<file path="config.mk">
export PLATFORM = sky130hd
export DESIGN_NAME = fetch_ctrl
export DESIGN_NICKNAME = d
export VERILOG_FILES = /design/src/rtl/fetch_ctrl.sv
export SDC_FILE = /design/constraint.sdc
export NUM_CORES = 1
export LEC_CHECK = 0
export CORE_ASPECT_RATIO = 0.5
export CORE_MARGIN = 3
export CORE_UTILIZATION = 39
export DETAILED_ROUTE_END_ITERATION = 16
export PLACE_DENSITY_LB_ADDON = 0.1
export SLEW_MARGIN = 10
export SYNTH_ARGS = -nofsm -noshare
export SYNTH_HDL_FRONTEND = slang
export SYNTH_SLANG_ARGS = --single-unit
</file>
<file path="constraint.sdc">
create_clock -name clk -period 2.31 [get_ports clk]
set_clock_uncertainty 0.15 [all_clocks]
set_input_delay 0.462 -clock clk [delete_from_list [all_inputs] [get_ports clk]]
set_output_delay 0.462 -clock clk [all_outputs]
set_load 0.02 [all_outputs]
</file>
<file path="src/rtl/fetch_ctrl.sv">
// -----------------------------------------------------------------------------
// fetch_ctrl : instruction-fetch sequencer.
// Writes the external (non-reset) PC register, issues one valid/ready fetch to
// instruction memory at a time, buffers the returned instruction for decode and
// advances the PC by 4 or to a redirect target.
// Optional build macro: FETCH_PERF_EN adds perf_fetch_cnt / perf_kill_cnt.
// -----------------------------------------------------------------------------
module fetch_ctrl #(
   parameter int                SIZE         = 64,
   parameter int                INSTR_W      = 32,
   parameter logic [SIZE-1:0]   RESET_VECTOR = 64'h0
) (
   input  logic                 clk,
   input  logic                 rst_n,
   input  logic [SIZE-1:0]      pc_cur,
   output logic                 pc_en,
   output logic [SIZE-1:0]      pc_next,
   output logic                 imem_req_valid,
   input  logic                 imem_req_ready,
   output logic [SIZE-1:0]      imem_req_addr,
   input  logic                 imem_rsp_valid,
   input  logic [INSTR_W-1:0]   imem_rsp_data,
   output logic                 instr_valid,
   input  logic                 instr_ready,
   output logic [INSTR_W-1:0]   instr_data,
   output logic [SIZE-1:0]      instr_pc,
   input  logic                 redirect_valid,
   input  logic [SIZE-1:0]      redirect_target
`ifdef FETCH_PERF_EN
   ,
   output logic [31:0]          perf_fetch_cnt,
   output logic [31:0]          perf_kill_cnt
`endif
);

   typedef enum logic [1:0] {
      ST_BOOT = 2'd0,
      ST_REQ  = 2'd1,
      ST_WAIT = 2'd2,
      ST_HOLD = 2'd3
   } state_t;

   localparam logic [SIZE-1:0] PC_STEP = SIZE'(3'd4);
   localparam logic [SIZE-1:0] PC_ZERO = {SIZE{1'b0}};

   state_t            state_r;
   state_t            state_nxt_s;
   logic              kill_r;
   logic              kill_nxt_s;
   logic [SIZE-1:0]   req_pc_r;

   logic              pc_en_s;
   logic [SIZE-1:0]   pc_next_s;
   logic              req_valid_s;
   logic [SIZE-1:0]   req_addr_s;
   logic              capture_req_s;   // request accepted: remember its PC
   logic              load_instr_s;    // response kept: fill instruction buffer
   logic              clr_instr_s;     // buffer consumed or flushed

   // State and kill flag register
   always_ff @(posedge clk or negedge rst_n) begin
      if (!rst_n) begin
         state_r <= ST_BOOT;
         kill_r  <= 1'b0;
      end else begin
         state_r <= state_nxt_s;
         kill_r  <= kill_nxt_s;
      end
   end

   // Next-state decode and combinational PC / request controls
   always_comb begin
      state_nxt_s   = state_r;
      kill_nxt_s    = kill_r;
      pc_en_s       = 1'b0;
      pc_next_s     = PC_ZERO;
      req_valid_s   = 1'b0;
      req_addr_s    = PC_ZERO;
      capture_req_s = 1'b0;
      load_instr_s  = 1'b0;
      clr_instr_s   = 1'b0;
      case (state_r)
         ST_BOOT: begin
            // The PC register has no reset, so seed it before the first fetch.
            pc_en_s     = 1'b1;
            pc_next_s   = RESET_VECTOR;
            state_nxt_s = ST_REQ;
         end
         ST_REQ: begin
            if (redirect_valid) begin
               // Request suppressed; fetch restarts from the new PC next cycle.
               pc_en_s   = 1'b1;
               pc_next_s = redirect_target;
            end else begin
               req_valid_s = 1'b1;
               req_addr_s  = pc_cur;
               if (imem_req_ready) begin
                  capture_req_s = 1'b1;
                  state_nxt_s   = ST_WAIT;
               end else begin
                  state_nxt_s = ST_REQ;
               end
            end
         end
         ST_WAIT: begin
            if (imem_rsp_valid && redirect_valid) begin
               pc_en_s     = 1'b1;
               pc_next_s   = redirect_target;
               kill_nxt_s  = 1'b0;
               state_nxt_s = ST_REQ;
            end else if (imem_rsp_valid) begin
               if (kill_r) begin
                  kill_nxt_s  = 1'b0;
                  state_nxt_s = ST_REQ;
               end else begin
                  load_instr_s = 1'b1;
                  state_nxt_s  = ST_HOLD;
               end
            end else if (redirect_valid) begin
               // Response still in flight: mark it stale, keep waiting for it.
               pc_en_s    = 1'b1;
               pc_next_s  = redirect_target;
               kill_nxt_s = 1'b1;
            end else begin
               state_nxt_s = ST_WAIT;
            end
         end
         ST_HOLD: begin
            if (redirect_valid) begin
               pc_en_s     = 1'b1;
               pc_next_s   = redirect_target;
               clr_instr_s = 1'b1;
               state_nxt_s = ST_REQ;
            end else if (instr_ready) begin
               pc_en_s     = 1'b1;
               pc_next_s   = instr_pc + PC_STEP;
               clr_instr_s = 1'b1;
               state_nxt_s = ST_REQ;
            end else begin
               state_nxt_s = ST_HOLD;
            end
         end
         default: begin
            state_nxt_s = ST_BOOT;
            kill_nxt_s  = 1'b0;
         end
      endcase
   end

   // Request PC and instruction buffer
   always_ff @(posedge clk or negedge rst_n) begin
      if (!rst_n) begin
         req_pc_r    <= PC_ZERO;
         instr_valid <= 1'b0;
         instr_data  <= {INSTR_W{1'b0}};
         instr_pc    <= PC_ZERO;
      end else begin
         if (capture_req_s) begin
            req_pc_r <= pc_cur;
         end
         if (load_instr_s) begin
            instr_valid <= 1'b1;
            instr_data  <= imem_rsp_data;
            instr_pc    <= req_pc_r;
         end else if (clr_instr_s) begin
            instr_valid <= 1'b0;
         end
      end
   end

   // Reset holds BOOT asynchronously; keep its PC write and any request off
   // until rst_n is released.
   assign pc_en          = pc_en_s && rst_n;
   assign pc_next        = pc_en ? pc_next_s : PC_ZERO;
   assign imem_req_valid = req_valid_s && rst_n;
   assign imem_req_addr  = imem_req_valid ? req_addr_s : PC_ZERO;

`ifdef FETCH_PERF_EN
   logic handshake_s;
   logic discard_s;

   assign handshake_s = (state_r == ST_HOLD) && instr_ready;
   assign discard_s   = (state_r == ST_WAIT) && imem_rsp_valid && (kill_r || redirect_valid);

   // Performance counters, free-running with natural 32-bit wrap
   always_ff @(posedge clk or negedge rst_n) begin
      if (!rst_n) begin
         perf_fetch_cnt <= 32'd0;
         perf_kill_cnt  <= 32'd0;
      end else begin
         if (handshake_s) begin
            perf_fetch_cnt <= perf_fetch_cnt + 32'd1;
         end
         if (discard_s) begin
            perf_kill_cnt <= perf_kill_cnt + 32'd1;
         end
      end
   end
`else
   // Performance counters are not built in this configuration.
`endif

endmodule

</file>
# [Yosys cells after proc, flatten, opt, wreduce, memory -nomap -nowiden]
# Cells that the tools add are included.
[classes] muxes=40 addsub=1 eq_ne=5 n_reduce_logical=8
[ops] operator="$mux 64" n=9
[ops] operator="$pmux 64 s4" n=1
[ops] operator="$add 64x3->64 const B" n=1
[ops] operator="$mux 1" n=20
[ops] operator="$mux 2" n=8
[ops] operator="$pmux 2 s4" n=1
[ops] operator="$eq 2x2->1 const B" n=2
[ops] operator="$ne 4x4->1 const B" n=1
[ops] operator="$pmux 1 s4" n=1
[ops] operator="$reduce_and 2->1" n=2
[ops] operator="$logic_and 1x1->1" n=3
[ops] operator="$reduce_bool 3->1" n=1
[ops] operator="$eq 2x1->1 const B" n=1
[ops] operator="$logic_not 2->1" n=1
[ops] operator="$ne 2x2->1 const B" n=1
[ops] operator="$reduce_bool 2->1" n=1
[totals] in_bits=166 ff_bits=164 word_cells=60 out_inout_bits=227

# [Longest topological paths before layout]
# Gate-level depths: netlist of the first run.
[logic_depth] word_depth=6 mapped_depth=8 ltp_nobuf=6

# [Worst setup path after synthesis of the first run]
# Ideal clock, no wire load.
[synth_path] path_kind="reg2out" start="reg instr_pc[6]" end="out pc_next[51]" path_stages_with_launch=8 required_ns=1.698 setup_slack_ns=-0.364 n_path_buf=2 arrival_ns=2.062 path_cell_list="dfrtp_1 -> and4_1 -> buf_4 -> nand4_4 -> buf_4 -> nor4_1 -> nor2_1 -> o31ai_1"
[synth_between] elab_chain_len=5
[synth_rtl] item="start: declaration" line="26" text="output logic [SIZE-1:0] instr_pc,"
[synth_rtl] item="start signal: assignment" line="164" text="instr_pc <= req_pc_r;"
[synth_rtl] item="$add 64x3->64" line="136" text="pc_next_s = instr_pc + PC_STEP;"
[synth_rtl] item="$mux 64" line="134" text="end else if (instr_ready) begin"
[synth_rtl] item="$mux 64" line="129" text="if (redirect_valid) begin"
[synth_rtl] item="$pmux 64 s4" line="82" text="case (state_r)"
[synth_rtl] item="$mux 64" line="174" text="assign pc_next = pc_en ? pc_next_s : PC_ZERO;"
[synth_rtl] item="end: declaration" line="17" text="output logic [SIZE-1:0] pc_next,"
# No other way between the ends.

# [Worst setup path after layout of the first run]
[layout_path] start="reg instr_pc[3]" end="out pc_next[44]"
# Same word-level chain as after synthesis.

==> impl_results.md, run 1 <==
- Worst slew margin relative to its limit: 0.560
- Port bufs: 392
- Top-count cell post-synth: dfrtp_1
- Die Y: 113 µm
- Clock sinks: 164
- Worst Path Max Fanout: 6
- DR vias/cell: 5.34
- Switch share: 0.340
- GR Overflow Total: 0
- Final min period: 3.07 ns
- Pre-antenna DRT Iters: 5
- Final setup viols: 130
- LEAKAGE: 8.21 nW
- Register area share after synthesis: 0.460
- Top_reg_cell synth: dfrtp_1
- I/O pin total: 393
- Compound-Gate Fraction of Synth Area: 0.0502
- Mux cell area share after synthesis: 0.214
- Area after DPL: 14800 µm²
- Total negative slack: -49.87 ns
- FF-to-FF path depth: 7
- DRC Markers: 0
- Clock Path Buffers: 2
- Initial antenna violation count: 1
- Clock latency on the worst-skew pair: 0.44 ns
- Fmax: 326 MHz
- Fraction of power consumed by sequential logic: 0.341
- Sw power: 4.11 mW
- Final Max Slew Viols: 0
- Power share of the combinational group: 0.424
- Die X: 220 µm
- Final Hold Fails: 0
- First-pass GRT wire length: 55700 µm
- CTS HTree Levels: 4
- 1st-iter DRT viols: 546
- Clock transition at path regs: 0.07 ns
- Worst IR Drop VDD: 0.000601 V
- DR vias: 9518
- HPWL after DPL: 24400 µm
- RSZ-0062 raised after global routing: true
- Power consumption: 12.1 mW
- Yosys Warn Count: 0
- Endpoint class of the critical path: primary output
- Cell Rows: 38
- Power Density: 677 nW/µm²
- Root Driver: clkbuf_16
- Failing checks: setup timing
- Register bit total from synthesis: 164
- Clock power frac: 0.235
- Synth Cell Area: 8910 µm²
- Ys async rst share: 1.00
- Netlist cell types: 42
- Simple-Gate Fraction of Synth Area: 0.193
- Largest net degree at the start of global routing: 53
- Initial Util: 0.404
- Hold WC Path Type: input port to async pin
- P&R area growth vs syn: 100%
- Core Util, Final: 0.809
- Routed Wire Length: 38400 µm
- Max cap viols: 0
- Synth Net Count: 988
- CTS tree: yes
- Routed Antenna Nets: 0
- Diodes inserted: 0
- Crit start category: flop
- Post-synth EDFFs: 0
- WL/cell: 21.5 µm
- Core area: 22100 µm²
- GRT Total Usage: 0.290
- TritonCTS Buffers: 17
- Synth Area in Adders: 0.00140
- Xor-xnor portion of the synthesized cell area: 0.0462
- Post-route setup slack: -0.760 ns
- Syn Inst Count: 821
- Vias in the first global route: 9684
- Share of layout cells above drive strength 1: 0.592
- Status: finished, violations left
- Critical path required time: 1.70 ns
- Final period util: 1.33
- Final #Nets: 1636
- Post-synth top area cell: dfrtp_1
- Post-route design area: 17800 µm²
- Share of the synthesized area in the top cell type: 0.460
- Top cells by count, synth: dfrtp_1 (164), mux2_2 (160), nand2_1 (75)
- Worst-margin pin slew: 0.659 ns
- Internal power: 7.97 mW
- Critical path class: flop to primary output
- Avg Inst Size Synth: 10.9 µm²
- Crit path DAT: 2.46 ns
- Largest family of logic cells by synthesized area: multiplexers
- Largest cells by area after synthesis: dfrtp_1 (46%), mux2_2 (20%), and2_1 (4.7%)
- Die area: 24800 µm²
- Routability congestion estimate: 0.904
[what timing repair did]
action / CTS / global route
hold buffers: 1 / 0
gates cloned: 10 / 2
resized for setup: 877 / 193
endpoints found under the hold margin: 17 / 0
setup endpoints to repair: 131 / 136
buffers inserted: 56 / 46
pin swaps: 96 / 71
[power groups by stage]
stage	combinational (mW)	clock (mW)	sequential, mW
final	5.12	2.84	4.12
after global routing	5.38	3.02	4.21
after CTS	4.85	2.87	4.10
after detailed placement	4.48	0	4.13
after global placement	4.42	0	4.08
after floorplan	1.29	0	4.79
[per-layer routing]
layer / global-route usage / part of all wire / vias to the layer above
met5: 0 / 0.00034 / -
met4: 0.0823 / 0.026 / 2
met3: 0.0625 / 0.071 / 80
met2: 0.494 / 0.49 / 380
met1: 0.376 / 0.41 / 4842
li1: - / - / 4214
[through the flow]
stage,std cells,hold slack [ns],setup slack (ns)
3_3_place_gp,1644,0.318,-0.975
4_1_cts,1741,0.0570,-0.666
5_1_grt,1782,0.0905,-0.853
3_5_place_dp,1644,0.322,-1.00
2_1_floorplan,821,0.0164,-0.130
6_report,1782,0.0931,-0.760
[state kept, by name, indices dropped and copies added (netlist names)]
signal,count
instr_data,32
state_r,2
instr_pc,64
req_pc_r,64
kill_r,1
instr_valid,1
[critical path, stage by stage, from the launching register on]
cell	delay, ns
dfrtp_2	0.39
buf_6	0.11
ha_4	0.14
and4_4	0.24
nand4_4	0.18
buf_4	0.22
buf_6	0.11
nor4_4	0.18
xnor2_1	0.20
o21ai_2	0.08
buf_4	0.16
[layout make-up]
class | instances | area (µm²)
clock buffers | 18 | 439
clock inverters | 14 | 143
fillers | 1275 | 4220
inverters | 11 | 41.3
multi-input cells | 587 | 5660
flip-flops and latches | 164 | 4150
well taps | 300 | 375
repair buffers | 688 | 7030
[kinds of logic after synthesis]
group / count (synthesis)
and+or+nand+nor: 295
muxes: 171
DFF: 164
AOI/OAI and AO/OA: 73
buffers and inverters: 70
xor gates and xnor gates: 47
adders and majority gates: 1
[final timing paths]
check	end	slack [ns]	start
max reg2reg	instr_data[12]	0.27	state_r[1]
max	pc_next[44]	-0.76	instr_pc[3]
min	req_pc_r[55]	0.09	rst_n
max in group asynchronous	instr_pc[11]	1.23	rst_n
min reg2reg	instr_data[20]	0.35	instr_data[20]
min in group clk	instr_data[20]	0.35	instr_data[20]
[cells in the final DEF, fill, tap and decap left out, drive strengths merged, types with 25 or more instances in the layout]
master and instances:
mux2 160, and2 67, o21ai 39, xnor2 45, nand2 75, nor2 31
dfrtp 164, buf 424, clkdlybuf4s50 254, nor3 25
(Power assumes the default switching activity.)
==> run 2, diff against run 1 <==
SETUP_SLACK_MARGIN = 0.02   (was unset)
==> run 2 against run 1 <==
Clock power hardly changed. Non-clock buffer count is 26 lower. Worst setup slack better by 0.068 ns. Register-to-register slack worse by 0.03 ns. First-iteration DRC count is 6.6% higher. Critical path type unchanged. Fmax is 2.3% higher. Critical endpoint is now pc_next[57]. Global-route usage is 0.099 points lower. The run still ends with setup timing left. Critical path depth is 2 lower. Die area stayed put.
==> impl_results.md, run 2 (same netlist as run 1, synthesis figures left out) <==
- Status: finished, violations left
- Failing checks: setup timing
- FF-to-FF path depth: 6
- CTS tree: yes
- Sw power: 4.06 mW
- Layout Cells excl Fill: 1756
- Fraction of power consumed by sequential logic: 0.342
- Routed Wire Length: 38000 µm
- Vias in the first global route: 9430
- Power consumption: 12.1 mW
- Max cap viols: 0
- Final min period: 3.00 ns
- GRT Total Usage: 0.289
- Crit start category: flop
- Port bufs: 392
- Critical path class: flop to primary output
- Fmax: 333 MHz
- Final Hold Fails: 0
- Most frequent cells in the layout: clkdlybuf4s50_1 (250), buf_4 (188), buf_6 (165), mux2_2 (160), dfrtp_1 (122)
- Crit path DAT: 2.39 ns
- DR vias/cell: 5.23
- Worst Path Max Fanout: 6
- Root Driver: clkbuf_16
- Die X: 220 µm
- Final setup viols: 130
- Reg-to-reg endpoint: req_pc_r[51]
- Critical path required time: 1.70 ns
- TritonCTS Buffers: 17
- Power Density: 687 nW/µm²
- CTS HTree Levels: 4
- DR vias: 9188
- Clock latency on the worst-skew pair: 0.44 ns
- Internal power: 8.07 mW
- I/O pin total: 393
- Crit-path most repeated cell: buf_6
- LEAKAGE: 8.06 nW
- Clock transition at path regs: 0.07 ns
- GR Overflow Total: 0
- Post-route setup slack: -0.692 ns
- Die area: 24800 µm²
- Cell Rows: 38
- Crit path cell chain: buf_6, and4_4, nand4_4, nor4_4, buf_12, mux2i_4, nand2_2, buf_6
- Hold WC Path Type: input port to async pin
- Clock Path Buffers: 2
- Final Max Slew Viols: 0
- Initial Util: 0.404
- Routed Antenna Nets: 0
- Final period util: 1.30
- Core area: 22100 µm²
- 1st-iter DRT viols: 582
- DRC Markers: 0
- Die Y: 113 µm
- Worst R2R Setup Slack: 0.24 ns
- Switch share: 0.335
- Clock power frac: 0.237
- P&R area growth vs syn: 98.0%
- Worst IR Drop VDD: 0.000568 V
- RSZ-0062 raised after global routing: true
- Endpoint class of the critical path: primary output
- Routability congestion estimate: 0.860
- Power share of the combinational group: 0.422
- First-pass GRT wire length: 54900 µm
- Regs by FF count: instr_pc: 64 flops, req_pc_r: 64 flops, instr_data: 32 flops
- Slowest Stage Delay on Critical Path: 0.40 ns
- WL/cell: 21.6 µm
- Largest net degree at the start of global routing: 44
- Worst-margin pin slew: 0.585 ns
- Worst r2r src: state_r[1]
- Commonest non-fill, non-tap cell in the layout: clkdlybuf4s50_1
- Crit path buf inv count: 3
- CP top delay family: simple AND/OR/NAND/NOR gates
- HPWL after DPL: 24500 µm
- Pre-antenna DRT Iters: 5
- Final #Nets: 1610
- Worst slew margin relative to its limit: 0.605
- Initial antenna violation count: 2
- Crit-path slowest cell: dfrtp_2
- Dpl cells: 1637
- Share of layout cells above drive strength 1: 0.595
- Diodes inserted: 0
- Clock sinks: 164
-- run 2: timing repair --
item | in CTS | in global routing
setup endpoints to repair | 134 | 135
cloned | 8 | 0
pin swaps | 56 | 76
hold buffers | 1 | 0
buffers inserted | 49 | 38
hold endpoints to repair | 4 | 0
resized for setup | 893 | 180
-- run 2: power by group through the flow --
| stage | Clock (mW) | Combinational (mW) | Sequential (mW) |
|---|---|---|---|
| 2_1_floorplan | 0 | 1.30 | 4.79 |
| 3_3_place_gp | 0 | 4.43 | 4.09 |
| 3_5_place_dp | 0 | 4.49 | 4.14 |
| 4_1_cts | 2.91 | 4.87 | 4.11 |
| 5_1_grt | 3.05 | 5.36 | 4.23 |
| 6_report | 2.87 | 5.11 | 4.14 |
-- run 2: how the worst max path moves through the flow --
| stage | from | end | cells past startpoint | slack [ns] |
|---|---|---|---|---|
| 6_report | instr_pc[3] | pc_next[57] | 8 | -0.69 |
| 4_1_cts | instr_pc[3] | pc_next[56] | 8 | -0.68 |
| 3_5_place_dp | redirect_valid | pc_next[57] | 7 | -0.98 |
| 5_1_grt | instr_pc[3] | pc_next[63] | 8 | -0.77 |
| 2_1_floorplan | instr_pc[15] | pc_next[54] | 6 | -0.13 |
| 3_3_place_gp | redirect_valid | pc_next[57] | 7 | -0.90 |
-- run 2: through the flow --
stage                      util  hold slack [ns]  setup TNS (ns)  setup WS [ns]  cell area [µm²]
after CTS                 0.760           0.0123          -55.24         -0.676            16800
after global routing      0.800           0.0375          -67.88         -0.767            17600
after floorplan               -           0.0164           -1.73         -0.130             9190
after global placement    0.671            0.318          -96.86         -0.901            14800
final                     0.800           0.0285          -58.46         -0.692            17600
after detailed placement  0.671            0.335         -102.03         -0.975            14800
-- run 2: area by class of cell --
cell class              instances  area (µm²)
well taps                     300         375
fillers                      1264        4410
clock inverters                11         128
clock buffers                  21         460
flip-flops and latches        164        4160
inverters                      11        41.3
repair buffers                662        6790
multi-input cells             587        5700
-- run 2: per-layer routing --
layer,up-vias,share of wire,wire (µm),GRT usage
met4,2,0.021,782,0.0686
met2,367,0.49,18600,0.483
li1,4163,-,-,-
met3,66,0.072,2730,0.0778
met1,4590,0.42,15800,0.379
met5,-,0.00034,13,0
